File: src/rtl/fp_mul_pipe.sv
// Three-stage single-precision multiplier with a reduced-width significand
// datapath, valid/ready handshake, flush-to-zero and selectable truncate/round.
module fp_mul_pipe #(
   parameter int MAN_W       = 13,
   parameter int RND_DEFAULT = 0
) (
   input  logic        clk,
   input  logic        rst_n,
   input  logic [31:0] num1,
   input  logic [31:0] num2,
   input  logic        in_valid,
   output logic        in_ready,
   input  logic        rnd_mode,
   output logic [31:0] result,
   output logic        out_valid,
   input  logic        out_ready,
   output logic [3:0]  flags
);

   localparam int SIG_W  = MAN_W + 1;
   localparam int PROD_W = 2 * SIG_W;
   // Product bits from the MSB down to the lowest possible round bit.
   localparam int TOP_W  = MAN_W + 3;
   localparam logic RND_RST = 1'(RND_DEFAULT);

   typedef enum logic [1:0] {
      CLS_NORM,
      CLS_INVALID,
      CLS_INF,
      CLS_ZERO
   } cls_e;

   // Whole pipeline advances together; a full, blocked output stalls everything.
   logic advance;
   assign advance  = !out_valid || out_ready;
   assign in_ready = advance;

   // ---------------- S1: unpack / classify ----------------
   logic                    s1_v_q, s1_v_d;
   logic                    s1_sign_q, s1_sign_d;
   cls_e                    s1_cls_q, s1_cls_d;
   logic signed [9:0]       s1_exp_q, s1_exp_d;
   logic [SIG_W-1:0]        s1_sig_a_q, s1_sig_a_d;
   logic [SIG_W-1:0]        s1_sig_b_q, s1_sig_b_d;
   logic                    s1_rnd_q, s1_rnd_d;

   logic [7:0] e1, e2;
   logic       nan1, nan2, inf1, inf2, zero1, zero2;

   assign e1 = num1[30:23];
   assign e2 = num2[30:23];

   // NOTE: every signal written in always_comb gets a value on every path
   // (defaults first) so no latch is inferred.
   always_comb begin
      nan1  = (e1 == 8'hFF) && (num1[22:0] != 23'd0);
      nan2  = (e2 == 8'hFF) && (num2[22:0] != 23'd0);
      inf1  = (e1 == 8'hFF) && (num1[22:0] == 23'd0);
      inf2  = (e2 == 8'hFF) && (num2[22:0] == 23'd0);
      zero1 = (e1 == 8'h00);
      zero2 = (e2 == 8'h00);

      s1_cls_d = CLS_NORM;
      if (nan1 || nan2 || (inf1 && zero2) || (inf2 && zero1)) s1_cls_d = CLS_INVALID;
      else if (inf1 || inf2)                                  s1_cls_d = CLS_INF;
      else if (zero1 || zero2)                                s1_cls_d = CLS_ZERO;

      s1_sign_d  = num1[31] ^ num2[31];
      s1_exp_d   = 10'(e1) + 10'(e2) - 10'd127;
      s1_sig_a_d = {1'b1, num1[22 -: MAN_W]};
      s1_sig_b_d = {1'b1, num2[22 -: MAN_W]};
      s1_rnd_d   = rnd_mode;
      s1_v_d     = advance ? in_valid : s1_v_q;
   end

   // ---------------- S2: significand multiply ----------------
   logic                    s2_v_q, s2_v_d;
   logic                    s2_sign_q;
   cls_e                    s2_cls_q;
   logic signed [9:0]       s2_exp_q;
   logic [TOP_W-1:0]        s2_prod_q, s2_prod_d;
   logic                    s2_rnd_q;
   logic [PROD_W-1:0]       prod_full;

   always_comb begin
      prod_full = PROD_W'(s1_sig_a_q) * PROD_W'(s1_sig_b_q);
      s2_prod_d = TOP_W'(prod_full >> (MAN_W - 1));
      s2_v_d    = advance ? s1_v_q : s2_v_q;
   end

   // ---------------- S3: normalise / round / pack ----------------
   logic                    s3_v_q, s3_v_d;
   logic [31:0]             result_q, result_d;
   logic [3:0]              flags_q, flags_d;

   logic                    msb, guard;
   logic [MAN_W-1:0]        man_n, man_f;
   logic [MAN_W:0]          man_r;
   logic signed [9:0]       exp_f;
   logic [22:0]             mant_pk;

   always_comb begin
      msb   = s2_prod_q[TOP_W-1];
      man_n = msb ? s2_prod_q[TOP_W-2 -: MAN_W] : s2_prod_q[TOP_W-3 -: MAN_W];
      guard = msb ? s2_prod_q[1] : s2_prod_q[0];
      man_r = {1'b0, man_n} + (MAN_W+1)'(s2_rnd_q & guard);
      // A rounding carry-out wraps the mantissa to zero and bumps the exponent.
      exp_f   = s2_exp_q + 10'(msb) + 10'(man_r[MAN_W]);
      man_f   = man_r[MAN_W] ? '0 : man_r[MAN_W-1:0];
      mant_pk = 23'(man_f) << (23 - MAN_W);

      result_d = {s2_sign_q, exp_f[7:0], mant_pk};
      flags_d  = 4'b0000;
      unique case (s2_cls_q)
         CLS_INVALID: begin
            result_d = {s2_sign_q, 8'hFF, 23'h400000};
            flags_d  = 4'b1000;
         end
         CLS_INF:  result_d = {s2_sign_q, 8'hFF, 23'd0};
         CLS_ZERO: begin
            result_d = {s2_sign_q, 31'd0};
            flags_d  = 4'b0001;
         end
         default: begin
            if (exp_f >= 10'sd255) begin
               result_d = {s2_sign_q, 8'hFF, 23'd0};
               flags_d  = 4'b0100;
            end else if (exp_f <= 10'sd0) begin
               result_d = {s2_sign_q, 31'd0};
               flags_d  = 4'b0011;
            end
         end
      endcase

      s3_v_d = advance ? s2_v_q : s3_v_q;
   end

   // ---------------- control and output registers ----------------
   always_ff @(posedge clk or negedge rst_n) begin
      if (!rst_n) begin
         s1_v_q   <= 1'b0;
         s2_v_q   <= 1'b0;
         s3_v_q   <= 1'b0;
         s1_rnd_q <= RND_RST;
         s2_rnd_q <= RND_RST;
         result_q <= 32'd0;
         flags_q  <= 4'd0;
      end else begin
         // NOTE: sequential state uses non-blocking assignments only, so every
         // stage samples the values from before this edge.
         s1_v_q <= s1_v_d;
         s2_v_q <= s2_v_d;
         s3_v_q <= s3_v_d;
         if (advance && in_valid) s1_rnd_q <= s1_rnd_d;
         if (advance && s1_v_q)   s2_rnd_q <= s1_rnd_q;
         if (advance && s2_v_q) begin
            result_q <= result_d;
            flags_q  <= flags_d;
         end
      end
   end

   // NOTE: wide datapath registers carry no reset; they are only ever observed
   // behind a valid bit that is itself reset.
   always_ff @(posedge clk) begin
      if (advance && in_valid) begin
         s1_sign_q  <= s1_sign_d;
         s1_cls_q   <= s1_cls_d;
         s1_exp_q   <= s1_exp_d;
         s1_sig_a_q <= s1_sig_a_d;
         s1_sig_b_q <= s1_sig_b_d;
      end
      if (advance && s1_v_q) begin
         s2_sign_q <= s1_sign_q;
         s2_cls_q  <= s1_cls_q;
         s2_exp_q  <= s1_exp_q;
         s2_prod_q <= s2_prod_d;
      end
   end

   assign out_valid = s3_v_q;
   assign result    = result_q;
   assign flags     = flags_q;

endmodule

File: config.mk
export PLATFORM = sky130hd
export DESIGN_NAME = fp_mul_pipe
export DESIGN_NICKNAME = d
export VERILOG_FILES = /design/src/rtl/fp_mul_pipe.sv
export SDC_FILE = /design/constraint.sdc
export NUM_CORES = 1
export LEC_CHECK = 0
export CAP_MARGIN = 0
export CORE_MARGIN = 8
export CORE_UTILIZATION = 55
export CTS_BUF_LIST = sky130_fd_sc_hd__clkbuf_16
export CTS_CLUSTER_SIZE = 40
export DETAILED_ROUTE_END_ITERATION = 8
export GPL_ROUTABILITY_DRIVEN = 0
export PLACE_DENSITY = 0.83
export REMOVE_ABC_BUFFERS = 1
export SYNTH_ARGS = -nofsm -noshare
export SYNTH_HDL_FRONTEND = slang
export SYNTH_SLANG_ARGS = --single-unit
File: constraint.sdc
create_clock -name clk -period 16.7 [get_ports clk]
set_input_delay 3.34 -clock clk [delete_from_list [all_inputs] [get_ports clk]]
set_output_delay 3.34 -clock clk [all_outputs]
set_load 0.005 [all_outputs]
# Yosys cells after proc, flatten, opt, wreduce, memory -nomap -nowiden
# Cells that the tools add are included.
classes:
  order_cmp: 2
  mux: 11
  n_mul: 1
  n_eq_ne: 5
  n_bitwise: 2
  reduce_logical: 22
  n_addsub: 5
op_table:
  columns: ["cell", "n"]
  rows:
  - ["$pmux W31 S3", 1]
  - ["$mux W31", 2]
  - ["$logic_not A23 Y1", 2]
  - ["$reduce_bool A23 Y1", 2]
  - ["$mul A14 B14 Y28", 1]
  - ["$mux W13", 2]
  - ["$add A10 B1 Y10", 2]
  - ["$eq A8 B8 Y1 const B", 2]
  - ["$logic_not A8 Y1", 2]
  - ["$add A13 B1 Y14", 1]
  - ["$pmux W4 S3", 1]
  - ["$ge A10 B9 Y1 const B", 1]
  - ["$le A10 B1 Y1 const B", 1]
  - ["$sub A9 B7 Y10 const B", 1]
  - ["$add A8 B8 Y9", 1]
  - ["$logic_and A1 B1 Y1", 9]
  - ["$logic_or A1 B1 Y1", 6]
  - ["$mux W2", 3]
  - ["$eq A2 B2 Y1 const B", 2]
  - ["$mux W3", 1]
  - ["$eq A2 B1 Y1 const B", 1]
  - ["$and A1 B1 Y1", 1]
  - ["$logic_not A1 Y1", 1]
  - ["$mux W1", 1]
  - ["$xor A1 B1 Y1", 1]
word_totals:
  inputBits: 69
  ff_bits: 109
  out_inout_bits: 38

# Logic depth before layout (Yosys ltp)
logic_depth:
  depth_word: 8
  ltp_mapped: 21
  depth_no_buf: 19

# Least setup slack after synthesis
# No wires, ideal clock.
synth_path:
  path_type: "input-to-output"
  startpoint: "input port out_ready"
  endpoint: "output port in_ready"
  cell_stages: 2
  arrival_time_ps: 3633
  required_ps: 13360
  n_path_buf: 1
  path_slack_ps: 9727
  cell_sequence: "nand2b_1 > clkbuf_1"
synth_via:
  elab_chain_cells: 1
synth_lines:
  columns: ["element", "line", "rtl"]
  rows:
  - ["from (decl)", "16", "input logic out_ready,"]
  - ["$logic_or A1 B1 Y1", "35", "assign advance = !out_valid || out_ready;"]
  - ["to (decl)", "12", "output logic in_ready,"]
# No other way between the ends.

# Final worst setup path
# Same ends and word-level chain as after synthesis.

==> qor.csv <==
stage;metric;value;unit
sta;crit path time final;7.94;ns
grt;initial antenna violation count;0;
cts;clk_lat worst skew;0.35;ns
cts;Reg clk slew, reported paths;0.07;ns
synth;count leader, synth;inv_1;
synth;post-synth top area share;25.4;%
sta;RSZ-0062 raised after global routing;no;
hold_path;Hold Crit Class;reg2reg;
critical_path;CP Launch Type;primary input;
sta;setup TNS;0;ns
die;DIE AREA;25200;um2
critical_path;CP Data Required Time;13.36;ns
sta;Fmax achieved;126;MHz
die;num ports;107;
drt;Detailed Route Iter0 Violations;490;
grt;vias in the first global route;8651;
synth;Synth Area per Inst;10.1;um2
sta;Slew Limit Fails;0;
critical_path;critical path endpoint category;output pin;
cts;CTS tree;done;
die;Placeable Area;20100;um2
die;Initial Utilization;55.7;%
cts;Post-CTS Setup Inserts;0;
critical_path;critical path's slowest cell;clkdlybuf4s50_1;
place;DP HPWL;19.8;mm
grt;largest net degree at the start of global routing;40;
synth;YS warnings;0;
die;die width;159;um
cells_and_area;Nets;1497;
synth;Syn Inst Count;1111;
sta;Slew HR;26.8;%
die;Rows;52;
cts;CTS Root Cell;clkbuf_16;
critical_path;Crit Path Class;in2out;
sta;final worst slack;8.76;ns
cts;CTS Buf Count;9;
synth;top_reg_cell synth;edfxtp_1;
critical_path;crit path max fanout;8;
drt;DRT Pass-1 Iters;5;
critical_path;Worst path max stage delay;0.56;ns
outcome;status;complete, no violations;
synth;Synth area leaders;fa_1, edfxtp_1, ha_1, dfrtp_1, inv_1;
cts;CTS Buffer Depth;2;
synth;Post-synth EDFFs;68;
sta;Worst Skew;0.0144;ns
cts;hold buffers post-CTS;0;
synth;Seq cells post-synth;99;
critical_path;most used cell, CP;clkdlybuf4s50_1;
critical_path;CP Cell Sequence;clkdlybuf4s50_1 -> nand2b_1 -> clkdlybuf4s50_1;
cells_and_area;layout cells sized above 1;3.22;%
synth;post-synthesis async set-or-reset flop share;31.3;%
cells_and_area;Area growth syn-to-layout;12.4;%
cts;# resized after CTS;0;
synth;register area share after synthesis;25.2;%
cells_and_area;Antenna Cells;0;
place;dpl ws;8.77;ns
drt;WL/cell;17.2;um
sta;Final Hold Fails;0;
cts;Clock Sinks;99;
die;die height;159;um
drt;DRC;0;
critical_path;Largest delay share family, worst path;buffers and inverters;
sta;Setup Viol. Count Final;0;
grt;Remaining Overflow, GRT;0;
drt;total vias in the final route;8167;
sta;Worst Tran Pin Value;1.10;ns
grt;first-pass GRT wire length;41.0;mm
synth;Yosys cell types;67;
grt;gr usage total;20.7;%
critical_path;buffers plus inverters on the worst setup path;2;
place;Port Buf Inserts;96;
synth;Synth Cell Area;11200;um2
run;MaxCap Viol Count;0;
cts;CTS HTree Levels;3;
sta;Tcrit/Tclk final;47.6;%
drt;final WL;24.9;mm
critical_path;Arr. time, crit path;4.60;ns
drt;via density per instance;5.63;
drt;antenna viol nets, final;0;
synth;post-synthesis cell type with the largest combined area;fa_1;
synth;commonest cells in the netlist;inv_1, fa_1, nand2_1;
cells by family (layout without fill, tap and decap cells):
group | after synthesis | in the layout | synth area share (%)
AND/OR/NAND/NOR | 329 | 329 | 15.0
multiplexers | 17 | 17 | 1.61
flip-flops | 99 | 99 | 25.2
XOR/XNOR | 48 | 48 | 3.76
adder cells (fa/ha/maj) | 252 | 252 | 37.7
AO/OA/AOI/OAI | 136 | 136 | 8.48
other | 1 | 10 | 0.0335
buffers and inverters | 229 | 290 | 8.20
sequential cells by signal (all words and copies together), names as in the netlist:
signal / cells
s1_v_q: 1
result: 22
s1_sig_b_q: 13
s1_sig_a_q: 13
s2_prod_q: 16
s1_cls_q: 2
out_valid: 1
s2_rnd_q: 1
flags: 4
s2_sign_q: 1
s2_v_q: 1
s2_cls_q: 2
s2_exp_q: 10
s1_rnd_q: 1
s1_sign_q: 1
s1_exp_q: 10
final cells by class:
| cell class | instances | area [um2] |
|---|---|---|
| fillers | 1550 | 7530 |
| clock inverters | 7 | 67.6 |
| clock buffers | 9 | 225 |
| inverters | 176 | 661 |
| repair buffers | 98 | 976 |
| multi-input cells | 792 | 7490 |
| well taps | 270 | 338 |
| flip-flops and latches | 99 | 2820 |
placed cells by master, fill, tap and decap left out, types with 9 or more instances in the layout:
| master | instances |
|---|---|
| fa_1 | 142 |
| ha_1 | 110 |
| nor2b_1 | 10 |
| inv_1 | 177 |
| clkdlybuf4s50_1 | 96 |
| nor2_1 | 39 |
| and2_1 | 68 |
| nor4_1 | 12 |
| nand4_1 | 12 |
| nand2_1 | 128 |
| nor3_1 | 9 |
| edfxtp_1 | 68 |
| conb_1 | 10 |
| a21oi_1 | 41 |
| o21ai_0 | 24 |
| a22o_1 | 13 |
| nand3_1 | 16 |
| dfrtp_1 | 31 |
| a21o_1 | 9 |
| xnor2_1 | 26 |
| xor2_1 | 22 |
| mux2i_1 | 11 |
| clkbuf_16 | 9 |
metal layers:
layer  wire (um)  global-route usage, %  share of wire (%)  vias to the layer above
met5           0                      0                  0                        -
met4         443                   5.88                1.8                        0
li1            -                      -                  -                     3762
met2       12400                   36.1                 50                      349
met1       10400                   25.7                 42                     4024
met3        1730                   3.83                6.9                       32
through the flow:
step / instance area [um2] / utilization (%) / instances / hold slack [ns]
after floorplan: 11000 / - / 1067 / 0.400
after global placement: 12300 / 61.1 / 1435 / 0.401
after detailed placement: 12300 / 61.1 / 1435 / 0.405
after CTS: 12600 / 62.5 / 1451 / 0.424
after global routing: 12600 / 62.5 / 1451 / 0.434
final: 12600 / 62.5 / 1451 / 0.423
final timing paths:
check / startpoint / end / slack (ns) / cells after the start
setup / recovery: out_ready / in_ready / 8.76 / 3
max in group asynchronous: rst_n / result[14] / 13.04 / 2
hold reg to reg: s1_cls_q[0] / s2_cls_q[0] / 0.42 / 0
hold / removal: s1_cls_q[0] / s2_cls_q[0] / 0.42 / 0
min in group asynchronous: rst_n / flags[3] / 3.38 / 2
setup reg to reg: s1_sig_a_q[7] / s2_prod_q[14] / 10.42 / 17
Power is left out: the tool's default activity adds up to more than one toggle a clock period on the data nets, which glitch-free logic cannot reach.
